`config.mk`:
```
export PLATFORM = sky130hd
export DESIGN_NAME = hwag_coil_sched
export DESIGN_NICKNAME = d
export VERILOG_FILES = /design/src/rtl/hwag_coil_sched.sv
export SDC_FILE = /design/constraint.sdc
export NUM_CORES = 1
export LEC_CHECK = 0
export CAP_MARGIN = 10
export CELL_PAD_IN_SITES_DETAIL_PLACEMENT = 0
export CELL_PAD_IN_SITES_GLOBAL_PLACEMENT = 1
export CORE_MARGIN = 5
export CORE_UTILIZATION = 38
export DETAILED_ROUTE_END_ITERATION = 8
export PLACE_DENSITY_LB_ADDON = 0.1
export SKIP_CTS_REPAIR_TIMING = 1
export SLEW_MARGIN = 0
export SYNTH_ARGS = -nofsm -noshare
export SYNTH_HDL_FRONTEND = slang
export SYNTH_SLANG_ARGS = --single-unit
```
`constraint.sdc`:
```
create_clock -name clk -period 3.6 [get_ports clk]
set_input_delay 0.72 -clock clk [delete_from_list [all_inputs] [get_ports clk]]
set_output_delay 0.72 -clock clk [all_outputs]
set_load 0.05 [all_outputs]
```
`src/rtl/hwag_coil_sched.sv`:
```
// hwag_coil_sched: multi-channel ignition coil scheduler fed by the HWAG angle
// counter. Each channel owns a set/reset angle pair; a single window comparator
// is shared round-robin across the channels. Configuration writes land in shadow
// registers and move to the active pair only at an angle wrap, or at any time
// while the scheduler is disabled.
// Optional build macro: HWAG_COIL_DWELL_LIMIT_EN adds a per-channel dwell-time
// limit (DWELL_MAX clocks) with a lockout and a dwell_fault pulse output.
module hwag_coil_sched #(
  parameter int CH          = 4,
  parameter int ANGLE_WIDTH = 24,
  parameter int MAXACR      = 3839
`ifdef HWAG_COIL_DWELL_LIMIT_EN
  ,
  parameter int unsigned DWELL_MAX = 32'd2000000
`endif
) (
  input  logic                   clk,
  input  logic                   rst,
  input  logic                   ena,
  input  logic [ANGLE_WIDTH-1:0] angle,
  input  logic                   cfg_we,
  input  logic [$clog2(CH):0]    cfg_addr,
  input  logic [ANGLE_WIDTH-1:0] cfg_data,
  output logic                   cfg_ack,
  output logic                   cfg_err,
`ifdef HWAG_COIL_DWELL_LIMIT_EN
  output logic [CH-1:0]          dwell_fault,
`endif
  output logic [CH-1:0]          coil
);

  localparam int PW = (CH > 1) ? $clog2(CH) : 1;
  localparam logic [ANGLE_WIDTH-1:0] L_MAXACR   = ANGLE_WIDTH'(MAXACR);
  localparam logic [PW-1:0]          L_PTR_LAST = PW'(CH - 1);

  typedef enum logic {IDLE = 1'b0, RUN = 1'b1} mode_e;

  mode_e                  w_mode;
  logic                   w_wrap;
  logic                   w_wr_ok;
  logic                   w_win;
  logic [31:0]            w_wr_ch;
  logic [PW-1:0]          w_ptr_next;
  logic [ANGLE_WIDTH-1:0] w_sel_set;
  logic [ANGLE_WIDTH-1:0] w_sel_rst;

  logic [ANGLE_WIDTH-1:0] r_act_set [CH];
  logic [ANGLE_WIDTH-1:0] r_act_rst [CH];
  logic [ANGLE_WIDTH-1:0] r_sh_set  [CH];
  logic [ANGLE_WIDTH-1:0] r_sh_rst  [CH];
  logic [CH-1:0]          r_pend;
  logic [CH-1:0]          r_coil;
  logic [PW-1:0]          r_ptr;
  logic [ANGLE_WIDTH-1:0] r_angle_prev;
  logic                   r_ack;
  logic                   r_err;

`ifdef HWAG_COIL_DWELL_LIMIT_EN
  logic [31:0]            r_cnt [CH];
  logic [CH-1:0]          r_lock;
  logic [CH-1:0]          r_fault;
`endif

  // Mode decode, wrap detect, write qualification and scan pointer advance.
  always_comb begin
    // NOTE: every always_comb output gets a default first so no path can infer a latch.
    w_mode = IDLE;
    if (ena) w_mode = RUN;
    w_wrap     = (angle < r_angle_prev);
    w_wr_ch    = 32'(cfg_addr) >> 1;
    w_wr_ok    = cfg_we && (cfg_data <= L_MAXACR) && (w_wr_ch < 32'(CH));
    w_ptr_next = (r_ptr == L_PTR_LAST) ? '0 : r_ptr + 1'b1;
  end

  // Shared comparator: select the scanned channel's active pair and test the window.
  always_comb begin
    w_sel_set = '0;
    w_sel_rst = '0;
    for (int i = 0; i < CH; i++) begin
      if (r_ptr == PW'(i)) begin
        w_sel_set = r_act_set[i];
        w_sel_rst = r_act_rst[i];
      end
    end
    w_win = 1'b0;
    if (w_sel_set < w_sel_rst)
      w_win = (angle >= w_sel_set) && (angle < w_sel_rst);
    else if (w_sel_set > w_sel_rst)
      w_win = (angle >= w_sel_set) || (angle < w_sel_rst);
  end

  // Previous angle for wrap detection and one-clock write handshake pulses.
  always_ff @(posedge clk or negedge rst) begin
    // NOTE: sequential state uses non-blocking assignments so all registers update together.
    if (!rst) begin
      r_angle_prev <= '0;
      r_ack        <= 1'b0;
      r_err        <= 1'b0;
    end else begin
      r_angle_prev <= angle;
      r_ack        <= w_wr_ok;
      r_err        <= cfg_we && !w_wr_ok;
    end
  end

  // Shadow/active configuration: promote pending shadows at wrap or while idle,
  // then let a same-cycle write land in the shadow and re-arm pending.
  always_ff @(posedge clk or negedge rst) begin
    if (!rst) begin
      // NOTE: the register arrays are reset on purpose: zero set == zero reset means "channel disabled".
      for (int i = 0; i < CH; i++) begin
        r_act_set[i] <= '0;
        r_act_rst[i] <= '0;
        r_sh_set[i]  <= '0;
        r_sh_rst[i]  <= '0;
      end
      r_pend <= '0;
    end else begin
      for (int i = 0; i < CH; i++) begin
        if ((w_mode == IDLE || w_wrap) && r_pend[i]) begin
          r_act_set[i] <= r_sh_set[i];
          r_act_rst[i] <= r_sh_rst[i];
          r_pend[i]    <= 1'b0;
        end
        if (w_wr_ok && (w_wr_ch == 32'(i))) begin
          if (cfg_addr[0]) r_sh_rst[i] <= cfg_data;
          else             r_sh_set[i] <= cfg_data;
          r_pend[i] <= 1'b1;
        end
      end
    end
  end

  // Round-robin scan: register the comparator result into the scanned coil bit.
  always_ff @(posedge clk or negedge rst) begin
    if (!rst) begin
      r_ptr  <= '0;
      r_coil <= '0;
`ifdef HWAG_COIL_DWELL_LIMIT_EN
      for (int i = 0; i < CH; i++) r_cnt[i] <= '0;
      r_lock  <= '0;
      r_fault <= '0;
`endif
    end else if (w_mode == IDLE) begin
      r_ptr  <= '0;
      r_coil <= '0;
`ifdef HWAG_COIL_DWELL_LIMIT_EN
      for (int i = 0; i < CH; i++) r_cnt[i] <= '0;
      r_lock  <= '0;
      r_fault <= '0;
`endif
    end else begin
      r_ptr <= w_ptr_next;
      for (int i = 0; i < CH; i++) begin
        if (r_ptr == PW'(i)) begin
`ifdef HWAG_COIL_DWELL_LIMIT_EN
          r_coil[i] <= w_win && !r_lock[i];
          if (!w_win) r_lock[i] <= 1'b0;
`else
          r_coil[i] <= w_win;
`endif
        end
`ifdef HWAG_COIL_DWELL_LIMIT_EN
        // A trip overrides the scan result for this edge and arms the lockout.
        r_fault[i] <= 1'b0;
        if (r_coil[i]) begin
          if (r_cnt[i] == DWELL_MAX - 1) begin
            r_coil[i]  <= 1'b0;
            r_lock[i]  <= 1'b1;
            r_fault[i] <= 1'b1;
            r_cnt[i]   <= '0;
          end else begin
            r_cnt[i] <= r_cnt[i] + 1;
          end
        end else begin
          r_cnt[i] <= '0;
        end
`endif
      end
    end
  end

  assign coil    = r_coil;
  assign cfg_ack = r_ack;
  assign cfg_err = r_err;
`ifdef HWAG_COIL_DWELL_LIMIT_EN
  assign dwell_fault = r_fault;
`endif

endmodule

```
==> metrics.cfg, run 1 <==
[sta]
period_minus_slack_ns=3.74
grt_setup_unrepaired=true
slew_viol_final=0
tns_ns=-0.514
hold_viol=0
setup_slack_ns=-0.139
clock.fmax_mhz=267
setup_viol=4
slew_headroom_pct=48.9
finClkSkew_ns=0.0114
worst_pin_slew_ns=0.767
finalCritPeriodShare_pct=104

[power_and_ir_drop]
power_density_nw_per_um2=438
p_leak_nw=11.5
p_int_mw=7.63
peakVddDrop_mv=0.312
p_switching_mw=2.38
p_seq_share_pct=47.5
p_clk_share_pct=44.8
comb_power_share_pct=7.7
power_mw=10.0
swShare_pct=23.8

[synth]
syn_inst=1451
async_flop_share_pct=100
synth.top_cell.area_share_pct=56.7
synth.area.top_cells=dfrtp_1, mux2_2, ha_1
synth_area_leader_cell=dfrtp_1
yosysUniqueCellTypes=51
syn_area_sq_um=18500
yosysSeqAreaShare_pct=56.7
synth_edf_count=0
syn_avg_cell_area_sq_um=12.8
ys_warn_count=0
synthesis.nets=1604
synth_flop_cell=dfrtp_1
ys_ff_latch=420

[floorplanning]
start_util_pct=38.2
die_y_um=231
io_pins=61
die_w_um=231
core_area_sq_um=48500
die-area_sq_um=53300
rows=81

[place]
port_buffers=60
gp_routability_congestion=0.785
hpwl_um=32900

[clocking]
ctsRootBufferMaster=clkbuf_16
cts.reportedPaths.clkPinSlew_ns=0.06
clockBufferDepth=3
cts_htree_levels=2
numCtsBuffers=45
clk_latency_ns=0.58
cts_tree=yes
cts_sinks=420

[run_status]
status=finished, violations left
violations=negative setup slack

[route]
wirelength_um=46400
dr.first_iter.drc_count=638
vias=11600
route.detailed.drc=0
routedWlPerCell_um=20.3
ant_nets=0
via_per_inst=5.10
drt-pass1-iter-count=5

[setup_path]
r2r-start=r_ptr[0]
crit_fanout=8
r2r_cells=20
cp.required_ns=4.04
r2r-end=coil[1]
endpoint_kind=flop
critPathKind=reg -> reg
crit_start=r_ptr[0]
reg2reg_slack_ns=-0.14
crit_end=coil[1]
cp.arrival_ns=4.18
start_kind=flop

[final_layout]
n_antenna_cell=0
fill_cells=4432
nets=1783
drive_gt1_share_pct=30.2
final_common_cell=dfrtp_1
mostFrequentLayoutCells=dfrtp_1, mux2_2, buf_4
syn_to_final_growth_pct=23.3

[hold_path]
worstHoldPathType=in -> async

[job]
cap_violations=0

[global_route]
overflow=0
grt_max_degree=88
grt.total_usage_pct=17.6
antenna_found_initial=0
first_global_vias=12200
grt_pass1_wl_um=73300

[power by group through the flow]
| stage | sequential (mW) | clock (mW) | combinational, mW |
|---|---|---|---|
| finish | 4.76 | 4.48 | 0.773 |
| global route | 4.76 | 4.82 | 0.856 |
| CTS | 4.76 | 4.65 | 0.737 |
| detailed placement | 4.85 | 0 | 0.734 |
| global placement | 4.85 | 0 | 0.726 |
| floorplan | 4.86 | 0 | 0.239 |
[cell families after synthesis]
group / Yosys count / synth area share [%]
simple gates: 273 / 7.60
mux: 289 / 17.6
flops: 420 / 56.7
buf+inv: 131 / 3.17
fa+ha+maj: 98 / 6.62
compound gates: 240 / 8.35
[flip-flops by register name, indices dropped and copies added, names as in the netlist, 2 cells and up]
| register | count |
|---|---|
| coil | 4 |
| r_pend | 4 |
| r_sh_rst | 96 |
| r_angle_prev | 24 |
| r_ptr | 2 |
| r_act_rst | 96 |
| r_sh_set | 96 |
| r_act_set | 96 |
[cells in the mapped netlist (2+ instances only)]
library cell and number:
a211o_1 3, inv_1 59, nor2_2 2, nor3b_1 3, buf_4 5, buf_6 8, a211oi_1 12, a22oi_1 47
buf_2 14, nand2b_1 4, clkbuf_1 36, nand3_1 11, or3_1 3, mux2_2 205, a2111oi_0 4, buf_1 9
a21boi_0 2, a21o_1 8, nor2b_1 56, and2_1 51, a21oi_1 117, a221oi_2 4, nand4_1 16, a22o_1 4
nor2_1 103, nor4_1 4, nand2_1 14, a31oi_1 4, mux2_1 83, dfrtp_1 420, nor3_1 3, o21ai_0 16
o211ai_1 2, o21a_1 5, ha_1 98
[worst max-delay path: stages, from the launching register on]
cell	delay (ns)
dfrtp_1	0.42
inv_2	0.08
ha_4	0.16
nor2b_4	0.15
buf_8	0.15
buf_4	0.14
a22oi_1	0.33
nor2_1	0.10
a21oi_1	0.17
nor2_1	0.08
a21oi_1	0.12
buf_4	0.14
ha_1	0.22
nand4_1	0.12
a211oi_2	0.05
a2111oi_2	0.36
buf_4	0.17
nor3_2	0.04
o41ai_2	0.34
buf_4	0.18
a31oi_1	0.08
[layout make-up]
class	instances	area, sq um	area share (%)
Sequential cell	420	10500	46.0
Multi-Input combinational cell	900	7850	34.3
Timing Repair Buffer	204	2060	9.02
Clock buffer	61	1290	5.63
Tap cell	622	778	3.41
Inverter	59	221	0.969
Clock inverter	17	148	0.646
[worst min path at each step]
stage,start,end,slack (ns),cells after the start
3_5_place_dp,r_sh_rst[22],r_sh_rst[22],0.47,1
3_3_place_gp,r_sh_rst[68],r_sh_rst[68],0.46,1
6_report,rst,r_sh_set[17],0.09,1
2_1_floorplan,rst,cfg_ack,0.42,0
5_1_grt,rst,r_sh_set[18],0.11,1
4_1_cts,rst,r_angle_prev[18],0.07,1
[through the flow]
step | instance area, sq um | util, % | setup slack (ns) | instances | hold WS (ns)
6_report | 22900 | 47.1 | -0.139 | 2283 | 0.0874
4_1_cts | 22500 | 46.3 | -0.706 | 2279 | 0.0740
3_3_place_gp | 21000 | 43.3 | -0.488 | 2201 | 0.463
2_1_floorplan | 18500 | - | 0.00659 | 1451 | 0.424
3_5_place_dp | 21000 | 43.3 | -0.685 | 2201 | 0.465
5_1_grt | 22900 | 47.1 | -0.318 | 2283 | 0.113
[per-layer routing]
| layer | global-route usage (%) | vias up | wire, um |
|---|---|---|---|
| li1 | - | 5501 | - |
| met1 | 27.6 | 5910 | 24400 |
| met2 | 25.0 | 178 | 19200 |
| met3 | 3.37 | 50 | 1980 |
| met4 | 4.33 | 0 | 843 |
| met5 | 0 | - | 0 |
(Power assumes the default switching activity.)
==> run 2: changes to the inputs <==
--- a/config.mk
+++ b/config.mk
@@ -17,3 +17,4 @@
 export SYNTH_ARGS = -nofsm -noshare
 export SYNTH_HDL_FRONTEND = slang
 export SYNTH_SLANG_ARGS = --single-unit
+export TNS_END_PERCENT = 10
==> constraint.sdc (replaced) <==
create_clock -name clk -period 4.4 [get_ports clk]
set_input_delay 0.88 -clock clk [delete_from_list [all_inputs] [get_ports clk]]
set_output_delay 0.88 -clock clk [all_outputs]
set_load 0.05 [all_outputs]
==> metrics.cfg, run 2 (synthesis gave the netlist of run 1 again) <==
[route]
routedWlPerCell_um=22.1
via_per_inst=5.25
ant_nets=0
wirelength_um=48500
drt-pass1-iter-count=5
route.detailed.drc=0
dr.first_iter.drc_count=721
vias=11500

[setup_path]
start_kind=flop
endpoint_kind=flop
r2r-start=r_ptr[1]
critPathKind=reg -> reg
cp.required_ns=4.85
crit_fanout=7
crit_start=r_ptr[1]
cp.arrival_ns=4.54

[sta]
hold_viol=0
slew_viol_final=0
setup_viol=0
finClkSkew_ns=0.0194
holdWs_ns=0.324
clock.fmax_mhz=244
slew_headroom_pct=47.3
worst_pin_slew_ns=0.791
setup_slack_ns=0.300
finalCritPeriodShare_pct=93.2
period_minus_slack_ns=4.10
grt_setup_unrepaired=false
tns_ns=0

[final_layout]
syn_to_final_growth_pct=17.9
mostFrequentLayoutCells=dfrtp_1, mux2_2, a21oi_1
fill_cells=4435
drive_gt1_share_pct=22.8
n_antenna_cell=0
final_common_cell=dfrtp_1
finalInstanceArea_sq_um=21800
final_util_pct=45.0
nets=1697

[clocking]
clockBufferDepth=3
cts_tree=yes
numCtsBuffers=46
clk_latency_ns=0.58
cts_sinks=420
cts.reportedPaths.clkPinSlew_ns=0.06
ctsRootBufferMaster=clkbuf_16
cts_htree_levels=2

[floorplanning]
die_y_um=231
start_util_pct=38.2
die_w_um=231
core_area_sq_um=48500
io_pins=61
rows=81
die-area_sq_um=53300

[global_route]
antenna_found_initial=2
overflow=0
grt.total_usage_pct=18.4
grt_max_degree=101
grt_pass1_wl_um=75700
first_global_vias=12300

[power_and_ir_drop]
power_density_nw_per_um2=386
p_leak_nw=11.1
peakVddDrop_mv=0.218

[place]
gp_routability_congestion=0.818
port_buffers=60
hpwl_um=32000
dp_slack_ns=-0.0959
placed_area_sq_um=20200

[run_status]
status=complete, no violations

[hold_path]
worstHoldPathType=in -> async

[job]
cap_violations=0

==> run 2: worst max-delay path, stage by stage, from the launching register on <==
cell and delay, ns:
dfrtp_1 0.43, inv_1 0.10, ha_1 0.22, nor2b_4 0.15, buf_12 0.14, buf_4 0.16, a22oi_1 0.18, nor2_1 0.06
a21oi_1 0.17, nor2_1 0.07, a21oi_1 0.31, ha_1 0.30, a211oi_1 0.20, o211ai_1 0.15, a2111oi_2 0.46, buf_4 0.18
nor3_1 0.05, o41ai_2 0.48, a31oi_1 0.15
==> run 2: worst paths after layout <==
check / cells after the start / slack (ns) / end
min reg2reg: 1 / 0.48 / r_act_rst[12]
min: 1 / 0.32 / r_sh_set[17]
max in group asynchronous: 2 / 2.97 / r_sh_set[28]
max reg2reg: 18 / 0.30 / coil[0]
max: 18 / 0.30 / coil[0]
min in group clk: 1 / 0.48 / r_act_rst[12]
==> run 2: metal layers <==
| metal | up-vias | track usage [%] | wire length, um |
|---|---|---|---|
| met2 | 202 | 27.1 | 20600 |
| met5 | - | 0 | 0 |
| met4 | 0 | 4.75 | 906 |
| li1 | 5315 | - | - |
| met3 | 57 | 2.85 | 1870 |
| met1 | 5967 | 28.4 | 25200 |
==> run 2: layout make-up <==
type                    instances  area (sq um)  share of cell area [%]
clock inverters                11           135                   0.619
well taps                     622           778                    3.56
multi-input cells             901          7560                    34.6
inverters                      59           221                    1.01
repair buffers                116          1220                    5.57
clock buffers                  69          1420                    6.51
flip-flops and latches        420         10500                    48.1
==> run 2: where the power goes <==
part | internal [mW] | total (mW) | switching [mW]
logic | 0.203 | 0.573 | 0.371
registers | 3.88 | 3.90 | 0.0156
clock network | 2.39 | 3.95 | 1.56
total | 6.48 | 8.42 | 1.94
==> run 2: per-stage QoR <==
step / total power, mW / instances
finish: 8.42 / 2198
global route: 8.75 / 2198
CTS: 8.52 / 2192
detailed placement: 4.52 / 2112
global placement: 4.51 / 2112
floorplan: 4.17 / 1451
